$ cat config.mk
export PLATFORM = sky130hd
export DESIGN_NAME = reset_sequencer_flat
export DESIGN_NICKNAME = d
export VERILOG_FILES = /design/src/rtl/reset_sequencer_if.sv /design/src/rtl/reset_sequencer.sv /design/src/flat_wrapper.sv
export SDC_FILE = /design/constraint.sdc
export NUM_CORES = 1
export LEC_CHECK = 0
export CORE_MARGIN = 2
export CORE_UTILIZATION = 28
export CTS_CLUSTER_SIZE = 28
export DETAILED_ROUTE_END_ITERATION = 7
export HOLD_SLACK_MARGIN = 0.12
export PLACE_DENSITY_LB_ADDON = 0.08
export SYNTH_ARGS = -nofsm -noshare
export SYNTH_HDL_FRONTEND = slang
export SYNTH_SLANG_ARGS = --single-unit
$ cat constraint.sdc
create_clock -name clk_50 -period 2.7 [get_ports clk_50]
set_input_delay 0.54 -clock clk_50 [delete_from_list [all_inputs] [get_ports clk_50]]
set_output_delay 0.54 -clock clk_50 [all_outputs]
set_load 0.02 [all_outputs]
$ cat src/rtl/reset_sequencer_if.sv
// ----------------------------------------------------------------------------
// reset_sequencer_if
// Bundles the sequencer's control and status signals.
//   pll_locked   : PLL lock indicator (asynchronous to clk_50)
//   sw_reset_req : single-cycle software reset request (synchronous to clk_50)
//   dom_rst_n    : per-domain active-low resets, bit 0 released first
//   seq_done     : high while every domain is released
//   seq_state    : current sequencer state code, for debug
// The master modport is the sequencer itself; the slave modport is the
// surrounding system that supplies lock/request and consumes the resets.
// ----------------------------------------------------------------------------
interface reset_sequencer_if #(
    parameter int N_DOM = 4
);
    logic             pll_locked;
    logic             sw_reset_req;
    logic [N_DOM-1:0] dom_rst_n;
    logic             seq_done;
    logic [2:0]       seq_state;

    modport master (
        input  pll_locked,
        input  sw_reset_req,
        output dom_rst_n,
        output seq_done,
        output seq_state
    );

    modport slave (
        output pll_locked,
        output sw_reset_req,
        input  dom_rst_n,
        input  seq_done,
        input  seq_state
    );
endinterface

$ cat src/rtl/reset_sequencer.sv
// ----------------------------------------------------------------------------
// reset_sequencer
// Holds N_DOM downstream reset domains in reset until the PLL has been
// stably locked for LOCK_FILTER cycles, then releases the domains one at a
// time, GAP_CYCLES apart, in ascending index order. Loss of lock drops every
// domain and restarts the lock filter; a software request drops every domain
// for SW_HOLD cycles and then re-runs the staggered release without
// re-filtering the lock.
// Ports:
//   clk_50      : sole clock (50 MHz)
//   por_reset_n : asynchronous active-low power-on reset
//   seq_if      : reset_sequencer_if.master (pll_locked, sw_reset_req in;
//                 dom_rst_n, seq_done, seq_state out)
// ----------------------------------------------------------------------------
module reset_sequencer #(
    parameter int N_DOM       = 4,
    parameter int LOCK_FILTER = 256,
    parameter int GAP_CYCLES  = 1024,
    parameter int SW_HOLD     = 16
) (
    input  logic              clk_50,
    input  logic              por_reset_n,
    reset_sequencer_if.master seq_if
);

    localparam int LOCK_W = $clog2(LOCK_FILTER + 1);
    localparam int GAP_W  = $clog2(GAP_CYCLES + 1);
    localparam int HOLD_W = $clog2(SW_HOLD + 1);

    localparam logic [LOCK_W-1:0] LOCK_MAX = LOCK_W'(LOCK_FILTER);
    localparam logic [N_DOM-1:0]  DOM0_ONLY = {{(N_DOM-1){1'b0}}, 1'b1};

    typedef enum logic [2:0] {
        ST_HOLD      = 3'd0,
        ST_LOCK_WAIT = 3'd1,
        ST_RELEASE   = 3'd2,
        ST_RUN       = 3'd3,
        ST_SW_HOLD   = 3'd4
    } state_t;

    state_t            state_q,     state_d;
    logic              sync1_q,     sync1_d;
    logic              lock_s_q,    lock_s_d;
    logic [LOCK_W-1:0] lock_cnt_q,  lock_cnt_d;
    logic [GAP_W-1:0]  gap_cnt_q,   gap_cnt_d;
    logic [HOLD_W-1:0] hold_cnt_q,  hold_cnt_d;
    logic [N_DOM-1:0]  dom_rst_n_q, dom_rst_n_d;
    logic              seq_done_q,  seq_done_d;

    // Next-state logic. Every output is computed here and registered below,
    // so the domain resets can only change on a clock edge (or on POR).
    always_comb begin
        state_d     = state_q;
        lock_cnt_d  = lock_cnt_q;
        gap_cnt_d   = gap_cnt_q;
        hold_cnt_d  = hold_cnt_q;
        dom_rst_n_d = dom_rst_n_q;
        seq_done_d  = seq_done_q;

        // Two-flop synchronizer: only lock_s_q is used by the FSM.
        sync1_d  = seq_if.pll_locked;
        lock_s_d = sync1_q;

        case (state_q)
            ST_HOLD: begin
                state_d     = ST_LOCK_WAIT;
                lock_cnt_d  = '0;
                gap_cnt_d   = '0;
                hold_cnt_d  = '0;
                dom_rst_n_d = '0;
                seq_done_d  = 1'b0;
            end

            ST_LOCK_WAIT: begin
                dom_rst_n_d = '0;
                seq_done_d  = 1'b0;
                if (!lock_s_q) begin
                    lock_cnt_d = '0;
                end else if (int'(lock_cnt_q) + 1 >= LOCK_FILTER) begin
                    // Filter satisfied on this edge: domain 0 leaves reset now.
                    lock_cnt_d  = LOCK_MAX;
                    gap_cnt_d   = '0;
                    dom_rst_n_d = DOM0_ONLY;
                    state_d     = ST_RELEASE;
                end else begin
                    lock_cnt_d = lock_cnt_q + LOCK_W'(1);
                end
            end

            ST_RELEASE, ST_RUN: begin
                if (!lock_s_q) begin
                    // Lock loss outranks a simultaneous software request.
                    state_d     = ST_LOCK_WAIT;
                    lock_cnt_d  = '0;
                    gap_cnt_d   = '0;
                    hold_cnt_d  = '0;
                    dom_rst_n_d = '0;
                    seq_done_d  = 1'b0;
                end else if (seq_if.sw_reset_req) begin
                    state_d     = ST_SW_HOLD;
                    gap_cnt_d   = '0;
                    hold_cnt_d  = '0;
                    dom_rst_n_d = '0;
                    seq_done_d  = 1'b0;
                end else if (state_q == ST_RELEASE) begin
                    if (int'(gap_cnt_q) >= GAP_CYCLES - 1) begin
                        // Released domains form a thermometer code from bit 0,
                        // so shifting in a one releases the next index.
                        gap_cnt_d   = '0;
                        dom_rst_n_d = {dom_rst_n_q[N_DOM-2:0], 1'b1};
                        if (dom_rst_n_q[N_DOM-2]) begin
                            state_d    = ST_RUN;
                            seq_done_d = 1'b1;
                        end
                    end else begin
                        gap_cnt_d = gap_cnt_q + GAP_W'(1);
                    end
                end
            end

            ST_SW_HOLD: begin
                dom_rst_n_d = '0;
                seq_done_d  = 1'b0;
                if (!lock_s_q) begin
                    state_d    = ST_LOCK_WAIT;
                    lock_cnt_d = '0;
                    gap_cnt_d  = '0;
                    hold_cnt_d = '0;
                end else if (int'(hold_cnt_q) + 1 >= SW_HOLD) begin
                    // Hold complete: restart the staggered release directly,
                    // the PLL has stayed locked throughout.
                    state_d     = ST_RELEASE;
                    hold_cnt_d  = '0;
                    gap_cnt_d   = '0;
                    dom_rst_n_d = DOM0_ONLY;
                end else begin
                    hold_cnt_d = hold_cnt_q + HOLD_W'(1);
                end
            end

            default: begin
                state_d     = ST_HOLD;
                lock_cnt_d  = '0;
                gap_cnt_d   = '0;
                hold_cnt_d  = '0;
                dom_rst_n_d = '0;
                seq_done_d  = 1'b0;
            end
        endcase
    end

    always_ff @(posedge clk_50 or negedge por_reset_n) begin
        if (!por_reset_n) begin
            state_q     <= ST_HOLD;
            sync1_q     <= 1'b0;
            lock_s_q    <= 1'b0;
            lock_cnt_q  <= '0;
            gap_cnt_q   <= '0;
            hold_cnt_q  <= '0;
            dom_rst_n_q <= '0;
            seq_done_q  <= 1'b0;
        end else begin
            state_q     <= state_d;
            sync1_q     <= sync1_d;
            lock_s_q    <= lock_s_d;
            lock_cnt_q  <= lock_cnt_d;
            gap_cnt_q   <= gap_cnt_d;
            hold_cnt_q  <= hold_cnt_d;
            dom_rst_n_q <= dom_rst_n_d;
            seq_done_q  <= seq_done_d;
        end
    end

    assign seq_if.dom_rst_n = dom_rst_n_q;
    assign seq_if.seq_done  = seq_done_q;
    assign seq_if.seq_state = state_q;

endmodule

$ cat src/flat_wrapper.sv
// flat-port wrapper written by rule: the top's interface ports become plain ports
module reset_sequencer_flat 
#(
    parameter int N_DOM       = 4,
    parameter int LOCK_FILTER = 256,
    parameter int GAP_CYCLES  = 1024,
    parameter int SW_HOLD     = 16
)
  (clk_50, por_reset_n, seq_if_pll_locked, seq_if_sw_reset_req, seq_if_dom_rst_n, seq_if_seq_done, seq_if_seq_state);
  reset_sequencer_if #(.N_DOM(N_DOM)) seq_if_i ();
  input  logic clk_50;
  input  logic por_reset_n;
  input wire logic [$bits(seq_if_i.pll_locked)-1:0] seq_if_pll_locked;
  input wire logic [$bits(seq_if_i.sw_reset_req)-1:0] seq_if_sw_reset_req;
  output wire logic [$bits(seq_if_i.dom_rst_n)-1:0] seq_if_dom_rst_n;
  output wire logic [$bits(seq_if_i.seq_done)-1:0] seq_if_seq_done;
  output wire logic [$bits(seq_if_i.seq_state)-1:0] seq_if_seq_state;
  assign seq_if_i.pll_locked = seq_if_pll_locked;
  assign seq_if_i.sw_reset_req = seq_if_sw_reset_req;
  assign seq_if_dom_rst_n = seq_if_i.dom_rst_n;
  assign seq_if_seq_done = seq_if_i.seq_done;
  assign seq_if_seq_state = seq_if_i.seq_state;
  reset_sequencer #(.N_DOM(N_DOM), .LOCK_FILTER(LOCK_FILTER), .GAP_CYCLES(GAP_CYCLES), .SW_HOLD(SW_HOLD)) u_core (.clk_50(clk_50), .por_reset_n(por_reset_n), .seq_if(seq_if_i));
endmodule
---- Yosys cells after proc, flatten, opt, wreduce, memory -nomap -nowiden ----
Cells that the tools add are included.
word-level totals
  bits of input ports ..................... 4
  output and inout bits ................... 8
  bits in registers ....................... 35
  word-level logic and storage cells ...... 80
operators by class
  reductions and logical operators ........ 8
  $add $sub $neg .......................... 5
  multiplexer cells ....................... 43
  equal/unequal tests ..................... 12
  $lt $le $gt $ge ......................... 3
  bitwise operators ....................... 1
operator list
  kind                                                                     number
  11-bit two-way mux                                                       8
  11-bit case mux with 3 select lines                                      1
  32-bit by 10-bit >= comparator with 1-bit output, second input constant  1
  32-bit by 6-bit >= comparator with 1-bit output, second input constant   1
  3-bit two-way mux                                                        9
  9-bit two-way mux                                                        3
  4-bit two-way mux                                                        6
  5-bit two-way mux                                                        4
  9-bit case mux with 2 select lines                                       1
  5-bit case mux with 3 select lines                                       1
  4-bit inequality test, second input constant                             3
  3-bit case mux with 4 select lines                                       1
  4-bit case mux with 3 select lines                                       1
  11-bit by 1-bit adder with 11-bit output, second input constant          1
  11-bit by 10-bit >= comparator with 1-bit output, second input constant  1
  9-bit by 1-bit adder with 10-bit output, second input constant           1
  9-bit by 1-bit adder with 9-bit output, second input constant            1
  1-bit two-way mux                                                        8
  5-bit by 1-bit adder with 6-bit output, second input constant            1
  3-bit by 2-bit equality test with 1-bit output, second input constant    2
  3-bit inequality test, second input constant                             2
  6-bit AND reduction                                                      1
  5-bit by 1-bit adder with 5-bit output, second input constant            1
  2-bit by 1-bit inequality test with 1-bit output, second input constant  2
  other kinds (10)                                                         11

---- Logic depth before layout (Yosys ltp) ----
Gate-level depths: netlist of the first run.
  depth in word-level cells ............... 6
  mapped depth ............................ 9
  depth with buffers taken out ............ 6

---- Worst setup path after synthesis of the first run ----
No wires, ideal clock.
  path kind ............................... input to register
  from .................................... input port seq_if_sw_reset_req
  to ...................................... register u_core.gap_cnt_q[8]
  path buffers ............................ 3
  arrival time ............................ 2.087 ns
  setup time .............................. 0.069 ns
  path slack .............................. 0.544 ns
  cell stages on the path ................. 8
  data required time ...................... 2.631 ns
  cell sequence ........................... nand4bb_1 buf_2 or2_0 buf_2 or2_1 buf_6 or4_1 nand3_1
between the ends
  longest elaborated chain between the ends .. 3
  elaborated cells on any way between the ends .. 5
  those cells by class .................... 1 x eq/ne; 3 x mux; 1 x reduce/logical
RTL lines
  item                                 RTL line                source
  start: declaration                   flat_wrapper.sv:14      input wire logic [$bits(seq_if_i.sw_reset_req)-1:0] seq_if_sw_reset_req;
  11-bit two-way mux                   reset_sequencer.sv:99   end else if (seq_if.sw_reset_req) begin
  11-bit two-way mux                   reset_sequencer.sv:91   if (!lock_s_q) begin
  11-bit case mux with 3 select lines  reset_sequencer.sv:64   case (state_q)
  end signal: assignment               reset_sequencer.sv:167  gap_cnt_q <= gap_cnt_d;
  end: declaration                     reset_sequencer.sv:45   logic [GAP_W-1:0] gap_cnt_q, gap_cnt_d;
Several ways; a longest one is shown, not always the timed one.
A chain may end at the register's enable or synchronous reset.

---- Worst setup path after layout of the first run ----
  from .................................... register u_core.lock_cnt_q[1]
  to ...................................... register u_core.gap_cnt_q[1]
between the ends
  longest elaborated chain between the ends .. 4
RTL lines
  item                                                               RTL line                source
  start: declaration                                                 reset_sequencer.sv:44   logic [LOCK_W-1:0] lock_cnt_q, lock_cnt_d;
  start signal: assignment                                           reset_sequencer.sv:166  lock_cnt_q <= lock_cnt_d;
  9-bit by 1-bit adder with 10-bit output                            reset_sequencer.sv:79   end else if (int'(lock_cnt_q) + 1 >= LOCK_FILTER) begin
  32-bit by 10-bit >= comparator with 1-bit output                   reset_sequencer.sv:79
  2-bit by 1-bit inequality test with 1-bit output (no source line)  --
  4-bit AND reduction (no source line)                               --
No other way between the ends.

==> reports/metrics.json, run 1 <==
{
  "final-hold-violation-count": 0,
  "share_of_cells_above_drive_strength_1_pct": 8.962,
  "floorplan.io_pins": 12,
  "postSynth.asyncResetShare_pct": 100.0,
  "post-route-min-period_ns": 2.447,
  "synth_fp_nets": 204,
  "ctsRootBufferMaster": "sky130_fd_sc_hd__clkbuf_8",
  "crit_path_start": "u_core.lock_cnt_q[1]",
  "timing.critical_path.to_type": "flop",
  "predominant_post_synthesis_flop_cell": "sky130_fd_sc_hd__dfrtp_1",
  "worstMarginPinSlew_ns": 1.188,
  "grt_start_max_net_pins": 36,
  "place.gp.congestion": 0.7746,
  "crit_required_ns": 2.86,
  "postCtsResizedCells": 0,
  "synth_cell_types": 44,
  "place_ws_ns": 0.2372,
  "detailroute.via_count": 1547,
  "die_width_um": 85.08,
  "depth_of_the_worst_register_to_register_path": 6,
  "finalCritPeriodShare_pct": 90.65,
  "worstReg2RegEnd": "u_core.gap_cnt_q[1]",
  "layout_setup_ws_ns": 0.2525,
  "synthesized_instance_count": 197,
  "synth_seq_area_share_pct": 47.59,
  "cts_clock_pin_slew_for_the_worst_setup_and_hold_paths_ns": 0.07,
  "postSynthRegisterBits": 35,
  "p_leak_uw": 0.0008900,
  "status": "completed",
  "crit_cells": 6,
  "die-area_um2": 7238,
  "placement_rows": 29,
  "cts.htree.levels": 2,
  "fp.coreArea_um2": 6350,
  "route.detailed.drc": 0,
  "cts_sinks": 35,
  "grt_setup_unrepaired": "no",
  "die-height_um": 85.08,
  "detailed_place_hpwl_mm": 3.155,
  "postSynthAreaPerCell_um2": 9.343,
  "yosysWarningCount": 0,
  "route.detailed.wl_per_inst_um": 14.87,
  "post_cts.repair.setup_buffers": 0,
  "slew_viol_final": 0,
  "postCtsHoldBufs": 0,
  "worst_ep_arrival_time_ns": 2.61,
  "insertion_delay_ns": 0.28,
  "cp.buffers_inverters": 0,
  "nNetsFinal": 219,
  "worst_ir_drop_vdd_uv": 264.9,
  "critical_path.reg2reg.startpoint": "u_core.lock_cnt_q[1]",
  "first_global_vias": 1583,
  "grt.overflow.total": 0,
  "routed_via_density": 5.353,
  "drt_pre_antenna_iters": 4,
  "power_density_nw_per_um2": 471.0,
  "r2r_slack_ns": 0.25,
  "setup-tns-final_ns": 0,
  "critical_path.startpoint_type": "flop",
  "areaGrowthSynthToFinish_pct": 16.93,
  "finalClockSkew_ns": 0.006617,
  "cts_buffers": 5,
  "placement.io_buffers": 11,
  "min_delay_worst_type": "reg2reg",
  "drt_first_iter_violations": 70,
  "postLayoutCellArea_um2": 2152,
  "postRouteWirelength_mm": 4.297,
  "path_cells": "ha_1 -> nand3_1 -> o211ai_1 -> nor3b_1 -> or2_2 -> o21ai_0",
  "cpMaxStageDelayCell": "sky130_fd_sc_hd__nor3b_1",
  "max_clock_freq_mhz": 408.6,
  "synth_edf_count": 0,
  "max_stage_delay_ns": 0.97,
  "antenna_cells": 0,
  "kind_of_critical_path": "reg2reg",
  "report.final.setup_viol": 0,
  "crit_path_max_delay_family": "simple AND/OR/NAND/NOR gates",
  "max-clock-path-buffers": 2,
  "max-cap-violations": 0,
  "grtUsageTotal_pct": 12.86,
  "tritoncts": "yes",
  "worst_setup_path_endpoint": "u_core.gap_cnt_q[1]",
  "initial_utilization_pct": 28.99,
  "max_slew_margin_pct": 20.64,
  "syn-cell-area_um2": 1841,
  "grt_antenna_before_repair": 0,
  "first_pass_grt_wire_length_mm": 7.383,
  "worst-path-max-fanout": 11,
  "final_antenna_net_count": 0,
  "placedInstanceArea_um2": 2044
}
[power by group]
part / switching [µW] / internal [µW]
logic: 18.8 / 12.0
clock network: 176 / 270
registers: 7.10 / 529
total: 202 / 812
[registers in the layout, indices dropped and copies added, names as in the netlist]
register	cells
u_core.gap_cnt_q	11
u_core.hold_cnt_q	5
u_core.lock_cnt_q	9
u_core.lock_s_d	1
u_core.lock_s_q	1
u_core.seq_if.dom_rst_n	4
u_core.seq_if.seq_done	1
u_core.seq_if.seq_state	3
[layout by cell type, fill, tap and decap left out, types with 2 or more instances in the layout]
cell type                         instances
sky130_fd_sc_hd__o21ai_0                 13
sky130_fd_sc_hd__nand2_1                 21
sky130_fd_sc_hd__nor3_1                   7
sky130_fd_sc_hd__a21o_1                   2
sky130_fd_sc_hd__o211ai_1                 3
sky130_fd_sc_hd__dfrtp_1                 35
sky130_fd_sc_hd__a22o_1                   2
sky130_fd_sc_hd__o41ai_1                  3
sky130_fd_sc_hd__clkdlybuf4s50_1         11
sky130_fd_sc_hd__a32o_1                   4
sky130_fd_sc_hd__or2_2                    4
sky130_fd_sc_hd__and3_1                   3
sky130_fd_sc_hd__a31oi_1                  2
sky130_fd_sc_hd__o31ai_1                  4
sky130_fd_sc_hd__clkbuf_8                 5
sky130_fd_sc_hd__nand3_1                 15
sky130_fd_sc_hd__or3_1                    4
sky130_fd_sc_hd__a21boi_0                 2
sky130_fd_sc_hd__nor4_1                   2
sky130_fd_sc_hd__o21a_1                   2
sky130_fd_sc_hd__a21oi_1                  8
sky130_fd_sc_hd__nor2_1                  11
sky130_fd_sc_hd__inv_1                    7
sky130_fd_sc_hd__nor3b_1                  3
sky130_fd_sc_hd__and2_1                   3
sky130_fd_sc_hd__nand4_1                  4
sky130_fd_sc_hd__a2bb2oi_1                2
sky130_fd_sc_hd__ha_1                     3
sky130_fd_sc_hd__buf_4                    6
sky130_fd_sc_hd__o22ai_1                  2
sky130_fd_sc_hd__mux2i_1                  4
[cell usage after synthesis (all sizes together) (3+ instances only)]
cell,n,area [µm²]
a21oi,8,40.04
a32o,4,40.04
and2,3,18.77
and3,3,18.77
buf,4,28.78
clkbuf,5,18.77
dfrtp,35,875.8
ha,3,37.54
inv,7,26.28
mux2i,4,40.04
nand2,21,78.83
nand3,15,75.07
nand4,4,25.02
nor2,11,41.29
nor3,8,40.04
nor3b,3,22.52
nor4,3,25.02
o211ai,3,22.52
o21ai,13,65.06
o31ai,4,30.03
o41ai,3,26.28
or2,6,37.54
or3,4,25.02
[through the flow]
stage               cells  hold slack [ns]  util, %  power [µW]
floorplan             197           0.2444        -       558.4
global placement      282           0.3386    32.20       577.1
detailed placement    282           0.3347    32.20       578.2
CTS                   289           0.3520    33.81        1033
global route          289           0.3593    33.89        1066
finish                289           0.3509    33.89        1014
[worst min-delay path by stage]
stage / slack, ns / depth (start not counted) / start / to
2_1_floorplan: 0.24 / 0 / por_reset_n / u_core.gap_cnt_q[0]
3_3_place_gp: 0.34 / 0 / u_core.lock_s_d / u_core.lock_s_q
3_5_place_dp: 0.33 / 0 / u_core.lock_s_d / u_core.lock_s_q
4_1_cts: 0.35 / 0 / u_core.lock_s_d / u_core.lock_s_q
5_1_grt: 0.36 / 0 / u_core.lock_s_d / u_core.lock_s_q
6_report: 0.35 / 0 / u_core.lock_s_d / u_core.lock_s_q
[metal layers]
layer  part of all wire, %  global-route usage (%)  vias up
met2                    49                   21.45       20
li1                      -                       -      756
met4                   1.6                   5.051        0
met1                    47                   16.26      764
met5                     0                       0        -
met3                   2.9                   2.724        7
[logic make-up (layout without fill, tap and decap cells)]
group / count (synthesis) / count (layout) / share of synthesized area [%]
AOI/OAI and AO/OA: 53 / 53 / 19.71
adders and majority gates: 3 / 3 / 2.040
buffers and inverters: 16 / 31 / 4.011
DFF: 35 / 35 / 47.59
muxes: 5 / 5 / 2.787
and+or+nand+nor: 85 / 85 / 23.86
[area by class of cell]
class / count / area (µm²)
multi-input cells: 146 / 895.9
repair buffers: 17 / 155.1
clock inverters: 1 / 30.03
well taps: 77 / 96.34
fillers: 644 / 4198
inverters: 7 / 26.28
flip-flops and latches: 35 / 875.8
clock buffers: 6 / 72.57
Power figures use the tool's default switching activity.
==> run 2, diff against run 1 <==
- clock period: 2.7 -> 2.53 ns (I/O delays scaled with it)
==> run 2 against run 1 <==
Clock power about the same; critical path depth unchanged; die area did not move; flip-flop and latch count is the same; via count rose by 0.97%; combinational power is 4% higher; first-iteration DRC count fell by 43%; sequential power increased by 6.7%; total power up 3.9%; worst setup slack gained 0.15 ns; critical path type unchanged; largest cell class unchanged.
==> reports/metrics.json, run 2 (synthesized netlist as in run 1, its figures left out) <==
{
  "postLayoutCellArea_um2": 2195,
  "antenna_cells": 0,
  "drt_first_iter_violations": 40,
  "worst_ep_arrival_time_ns": 2.30,
  "fp.coreArea_um2": 6350,
  "report.final.setup_viol": 0,
  "most_common_cell_after_layout_fill_and_taps_aside": "sky130_fd_sc_hd__dfrtp_1",
  "power_density_nw_per_um2": 479.7,
  "postCtsHoldBufs": 0,
  "cts_clock_pin_slew_for_the_worst_setup_and_hold_paths_ns": 0.07,
  "timing.critical_path.to_type": "flop",
  "finalCritPeriodShare_pct": 84.10,
  "insertion_delay_ns": 0.28,
  "min_delay_worst_type": "reg2reg",
  "worst_ir_drop_vdd_uv": 215.6,
  "max_clock_freq_mhz": 470.0,
  "nNetsFinal": 225,
  "grtUsageTotal_pct": 12.16,
  "met3_track_usage_gr_pct": 3.696,
  "global_route.usage.met1_pct": 15.22,
  "final-hold-violation-count": 0,
  "route.detailed.wl_per_inst_um": 13.93,
  "cts_sinks": 35,
  "filler_cell_count": 641,
  "post-route-min-period_ns": 2.128,
  "routed_via_density": 5.277,
  "share_of_cells_above_drive_strength_1_pct": 11.87,
  "regMostFlops": "u_core.gap_cnt_q",
  "areaGrowthSynthToFinish_pct": 19.24,
  "critical_path.startpoint_type": "flop",
  "hold_ws_ns": 0.3650,
  "grt_util_met2_pct": 19.74,
  "max-clock-path-buffers": 2,
  "placement.io_buffers": 11,
  "slew_viol_final": 0,
  "worstMarginPinSlew_ns": 0.6173,
  "grt_start_max_net_pins": 36,
  "route.detailed.drc": 0,
  "floorplan.io_pins": 12,
  "detailed_place_hpwl_mm": 3.006,
  "initial_utilization_pct": 28.99,
  "die-area_um2": 7238,
  "die_width_um": 85.08,
  "flip_flop_count_of_the_largest_register_all_copies_and_words_added": 11,
  "largestRegisters": "u_core.gap_cnt_q (11), u_core.lock_cnt_q (9), u_core.hold_cnt_q (5)",
  "power.total_uw": 1053,
  "global_route.peak_usage_layer": "met2",
  "first_pass_grt_wire_length_mm": 7.031,
  "numPlacedInstances": 288,
  "max-cap-violations": 0,
  "cts.htree.levels": 2,
  "final_antenna_net_count": 0,
  "placement_rows": 29,
  "layoutNonFillerInstCount": 296,
  "finalClockSkew_ns": 0.002849,
  "r2r_slack_ns": 0.40,
  "multiInputGateArea_um2": 895.9,
  "postRouteWirelength_mm": 4.122,
  "grt_setup_unrepaired": "no",
  "first_global_vias": 1493,
  "crit_required_ns": 2.70,
  "die-height_um": 85.08,
  "setup-tns-final_ns": 0,
  "kind_of_critical_path": "reg2reg",
  "highest_count_cells_in_the_layout_ignoring_fill_and_taps": "35 x sky130_fd_sc_hd__dfrtp_1, 21 x sky130_fd_sc_hd__nand2_1, 15 x sky130_fd_sc_hd__nand3_1, 13 x sky130_fd_sc_hd__o21ai_0, 12 x sky130_fd_sc_hd__buf_4",
  "grt.overflow.total": 0,
  "grt_antenna_before_repair": 0,
  "tritoncts": "yes",
  "seq_area_um2": 875.8,
  "cts_buffers": 5,
  "ctsRootBufferMaster": "sky130_fd_sc_hd__clkbuf_8",
  "drt_pre_antenna_iters": 4,
  "place.gp.congestion": 0.7756,
  "detailroute.via_count": 1562,
  "max_slew_margin_pct": 58.63,
  "status": "completed",
  "p_leak_uw": 0.0009203,
  "placedInstanceArea_um2": 2090,
  "worst-path-max-fanout": 5
}
==> run 2: worst paths after layout <==
check,startpoint,to,cells after the start
max in group asynchronous,por_reset_n,u_core.hold_cnt_q[3],2
min,u_core.lock_s_d,u_core.lock_s_q,0
max,u_core.lock_cnt_q[0],u_core.gap_cnt_q[4],6
min in group asynchronous,por_reset_n,u_core.gap_cnt_q[10],2
max reg2reg,u_core.lock_cnt_q[0],u_core.gap_cnt_q[4],6
min reg2reg,u_core.lock_s_d,u_core.lock_s_q,0
==> run 2: repair_timing <==
action	4_1_cts	5_1_grt
gates resized for setup	0	1
setup buffers	0	0
endpoints found under the setup margin	0	3
==> run 2: report_power, final <==
| part | internal, µW | switching, µW | leakage (µW) |
|---|---|---|---|
| Sequential | 565 | 7.46 | 0.000477 |
| Clock | 249 | 200 | 0.0000515 |
| Combinational | 12.7 | 19.4 | 0.000392 |
==> run 2: worst max-delay path, cell delays in order, from the launching register on <==
cell	delay (ns)
sky130_fd_sc_hd__dfrtp_1	0.41
sky130_fd_sc_hd__ha_1	0.26
sky130_fd_sc_hd__nand3_1	0.16
sky130_fd_sc_hd__a2111oi_0	0.40
sky130_fd_sc_hd__nor3b_1	0.16
sky130_fd_sc_hd__or2_2	0.34
sky130_fd_sc_hd__a211o_1	0.29
==> run 2: cell type report <==
type | count | share of cell area, %
Clock buffer | 8 | 4.561
Multi-Input combinational cell | 146 | 40.82
Timing Repair Buffer | 23 | 9.122
Inverter | 7 | 1.197
Sequential cell | 35 | 39.91
Tap cell | 77 | 4.390
==> run 2: routing by layer <==
layer / wire length (µm) / up-vias
li1: - / 771
met5: 0 / -
met4: 70 / 0
met3: 123 / 7
met1: 1893 / 764
met2: 2033 / 20
==> run 2: stage by stage <==
step                util (%)  worst slack (ns)
global route           34.56            0.1007
detailed placement     32.91            0.1186
floorplan                  -            0.4023
global placement       32.91            0.1351
finish                 34.56            0.4023
CTS                    34.48            0.1420
==> run 3, diff against run 2 <==
- clock period: 2.53 -> 1.9 ns (I/O delays scaled with it)
==> run 3 against run 2 <==
Clock-buffer cell count down 1; sequential power rose by 33%; critical path depth did not move; via count rose by 12%; clock power rose by 17%; first-iteration DRC count increased by 95%; combinational power increased by 140%; worst setup slack got worse by 0.35 ns; total power rose by 29%; final cell count increased by 14%; hold slack worse by 0.013 ns; core utilization rose by 8.4 points; largest power group unchanged.
==> reports/metrics.json, run 3 (synthesized netlist as in run 1, its figures left out) <==
{
  "status": "completed",
  "detailed_place_hpwl_mm": 3.665,
  "routed_via_density": 5.214,
  "grt.overflow.total": 0,
  "met2WireLength_mm": 2.790,
  "power_density_nw_per_um2": 499.3,
  "max_stage_delay_ns": 0.43,
  "maxUsedRoutingLayer": "met4",
  "worst_ep_arrival_time_ns": 2.09,
  "final_antenna_net_count": 0,
  "route.detailed.wl_per_inst_um": 15.64,
  "ctsRootBufferMaster": "sky130_fd_sc_hd__clkbuf_8",
  "floorplan.io_pins": 12,
  "path_cells": "clkdlybuf4s50_1 -> nand4bb_4 -> or2_4 -> or2_4 -> or4_1 -> nand3_1",
  "grt_antenna_before_repair": 0,
  "crit_path_max_delay_family": "simple AND/OR/NAND/NOR gates",
  "worstMarginPinSlew_ns": 0.4749,
  "p_leak_uw": 0.001184,
  "placement.io_buffers": 11,
  "max_slew_margin_pct": 68.34,
  "antenna_cells": 0,
  "crit_required_ns": 2.14,
  "cts_sinks": 35,
  "route.detailed.drc": 0,
  "cpMaxStageDelayCell": "sky130_fd_sc_hd__clkdlybuf4s50_1",
  "first_pass_grt_wire_length_mm": 8.769,
  "worst_ir_drop_vdd_uv": 399.9,
  "share_of_cells_above_drive_strength_1_pct": 35.52,
  "kind_of_critical_path": "in2reg",
  "grt_start_max_net_pins": 36,
  "die_width_um": 85.08,
  "worst-path-max-fanout": 5,
  "cts.htree.levels": 2,
  "placement_rows": 29,
  "cp.buffers_inverters": 1,
  "detailroute.via_count": 1752,
  "max_clock_freq_mhz": 539.8,
  "critical_path.startpoint_type": "primary input",
  "slew_viol_final": 0,
  "cts_buffers": 5,
  "postCtsHoldBufs": 0,
  "initial_utilization_pct": 28.99,
  "report.final.setup_viol": 0,
  "finalCritPeriodShare_pct": 97.50,
  "nNetsFinal": 265,
  "fp.coreArea_um2": 6350,
  "largestRegisters": "u_core.gap_cnt_q (11), u_core.lock_cnt_q (9), u_core.hold_cnt_q (5)",
  "highest_count_cells_in_the_layout_ignoring_fill_and_taps": "49 x sky130_fd_sc_hd__buf_4, 33 x sky130_fd_sc_hd__dfrtp_1, 20 x sky130_fd_sc_hd__nand2_1, 13 x sky130_fd_sc_hd__nand3_1, 11 x sky130_fd_sc_hd__o21ai_0",
  "die-area_um2": 7238,
  "max-clock-path-buffers": 2,
  "place.gp.congestion": 0.7511,
  "drt_first_iter_violations": 78,
  "m1WireLength_mm": 2.214,
  "grtUsageTotal_pct": 15.28,
  "cts_clock_pin_slew_for_the_worst_setup_and_hold_paths_ns": 0.07,
  "max-cap-violations": 0,
  "critical-path-top-cell-by-count": "sky130_fd_sc_hd__or2_4",
  "drt_pre_antenna_iters": 4,
  "multiInputGateArea_um2": 1130,
  "final-hold-violation-count": 0,
  "dr_wl_met3_um": 126,
  "die-height_um": 85.08,
  "finalClockSkew_ns": 0.008971,
  "postRouteWirelength_mm": 5.254,
  "regMostFlops": "u_core.gap_cnt_q",
  "crit_cells": 6,
  "grt_setup_unrepaired": "yes",
  "layoutNonFillerInstCount": 336,
  "flip_flop_count_of_the_largest_register_all_copies_and_words_added": 11,
  "first_global_vias": 1895,
  "insertion_delay_ns": 0.30,
  "min_delay_worst_type": "reg2reg",
  "post-route-util_pct": 42.94,
  "seq_area_um2": 878.3,
  "areaGrowthSynthToFinish_pct": 48.13,
  "post-route-min-period_ns": 1.853,
  "depth_of_the_worst_register_to_register_path": 8,
  "setup-tns-final_ns": 0,
  "filler_cell_count": 634,
  "min_path_cells": 0,
  "most_common_cell_after_layout_fill_and_taps_aside": "sky130_fd_sc_hd__buf_4",
  "tritoncts": "yes",
  "numPlacedInstances": 323,
  "timing.critical_path.to_type": "flop"
}
[run 3: final cells by class]
cell class	instances	area share, %
Multi-Input combinational cell	146	41.44
Sequential cell	35	32.22
Timing Repair Buffer	63	18.86
Tap cell	77	3.534
Clock buffer	7	2.799
Inverter	7	0.9637
Clock inverter	1	0.1836
[run 3: per-layer routing]
metal	GRT usage, %	up-vias
li1	-	858
met1	17.72	865
met2	26.70	17
met3	3.696	12
met4	6.638	0
met5	0	-
[run 3: worst register-to-register path: stages (launching register included)]
cell,delay [ns]
sky130_fd_sc_hd__dfrtp_1,0.42
sky130_fd_sc_hd__ha_4,0.18
sky130_fd_sc_hd__nand3_4,0.07
sky130_fd_sc_hd__buf_4,0.14
sky130_fd_sc_hd__a2111oi_4,0.24
sky130_fd_sc_hd__nor3b_4,0.10
sky130_fd_sc_hd__buf_6,0.17
sky130_fd_sc_hd__o31ai_4,0.25
sky130_fd_sc_hd__o41ai_2,0.12
[run 3: where the power goes]
group	internal (µW)	switching (µW)
combinational	36.7	40.1
clock	257	267
sequential	752	8.39
[run 3: per-stage QoR]
step / worst slack [ns] / hold WS [ns] / total power (µW) / instance area [µm²]
after CTS: -0.03284 / 0.3532 / 1384 / 2501
after global routing: -0.06486 / 0.3606 / 1440 / 2726
after detailed placement: -0.3951 / 0.3363 / 838.4 / 2355
final: 0.04747 / 0.3515 / 1361 / 2726
after floorplan: -0.1169 / 0.08441 / 793.6 / 1843
after global placement: -0.2863 / 0.3320 / 835.5 / 2355
[run 3: worst paths after layout]
path,from,endpoint,slack (ns)
max,seq_if_sw_reset_req,u_core.gap_cnt_q[8],0.05
max in group asynchronous,por_reset_n,u_core.seq_if.seq_state[1],1.03
min in group asynchronous,por_reset_n,u_core.gap_cnt_q[3],0.51
max reg2reg,u_core.lock_cnt_q[1],u_core.gap_cnt_q[7],0.06
min reg2reg,u_core.lock_s_d,u_core.lock_s_q,0.35
min,u_core.lock_s_d,u_core.lock_s_q,0.35
[run 3: timing repair]
item | 4_1_cts | 5_1_grt
hold endpoints to repair | 0 | 0
setup buffers | 0 | 6
gates resized for setup | 14 | 35
endpoints found under the setup margin | 14 | 23
pin swaps | 1 | 13
cloned | 0 | 0
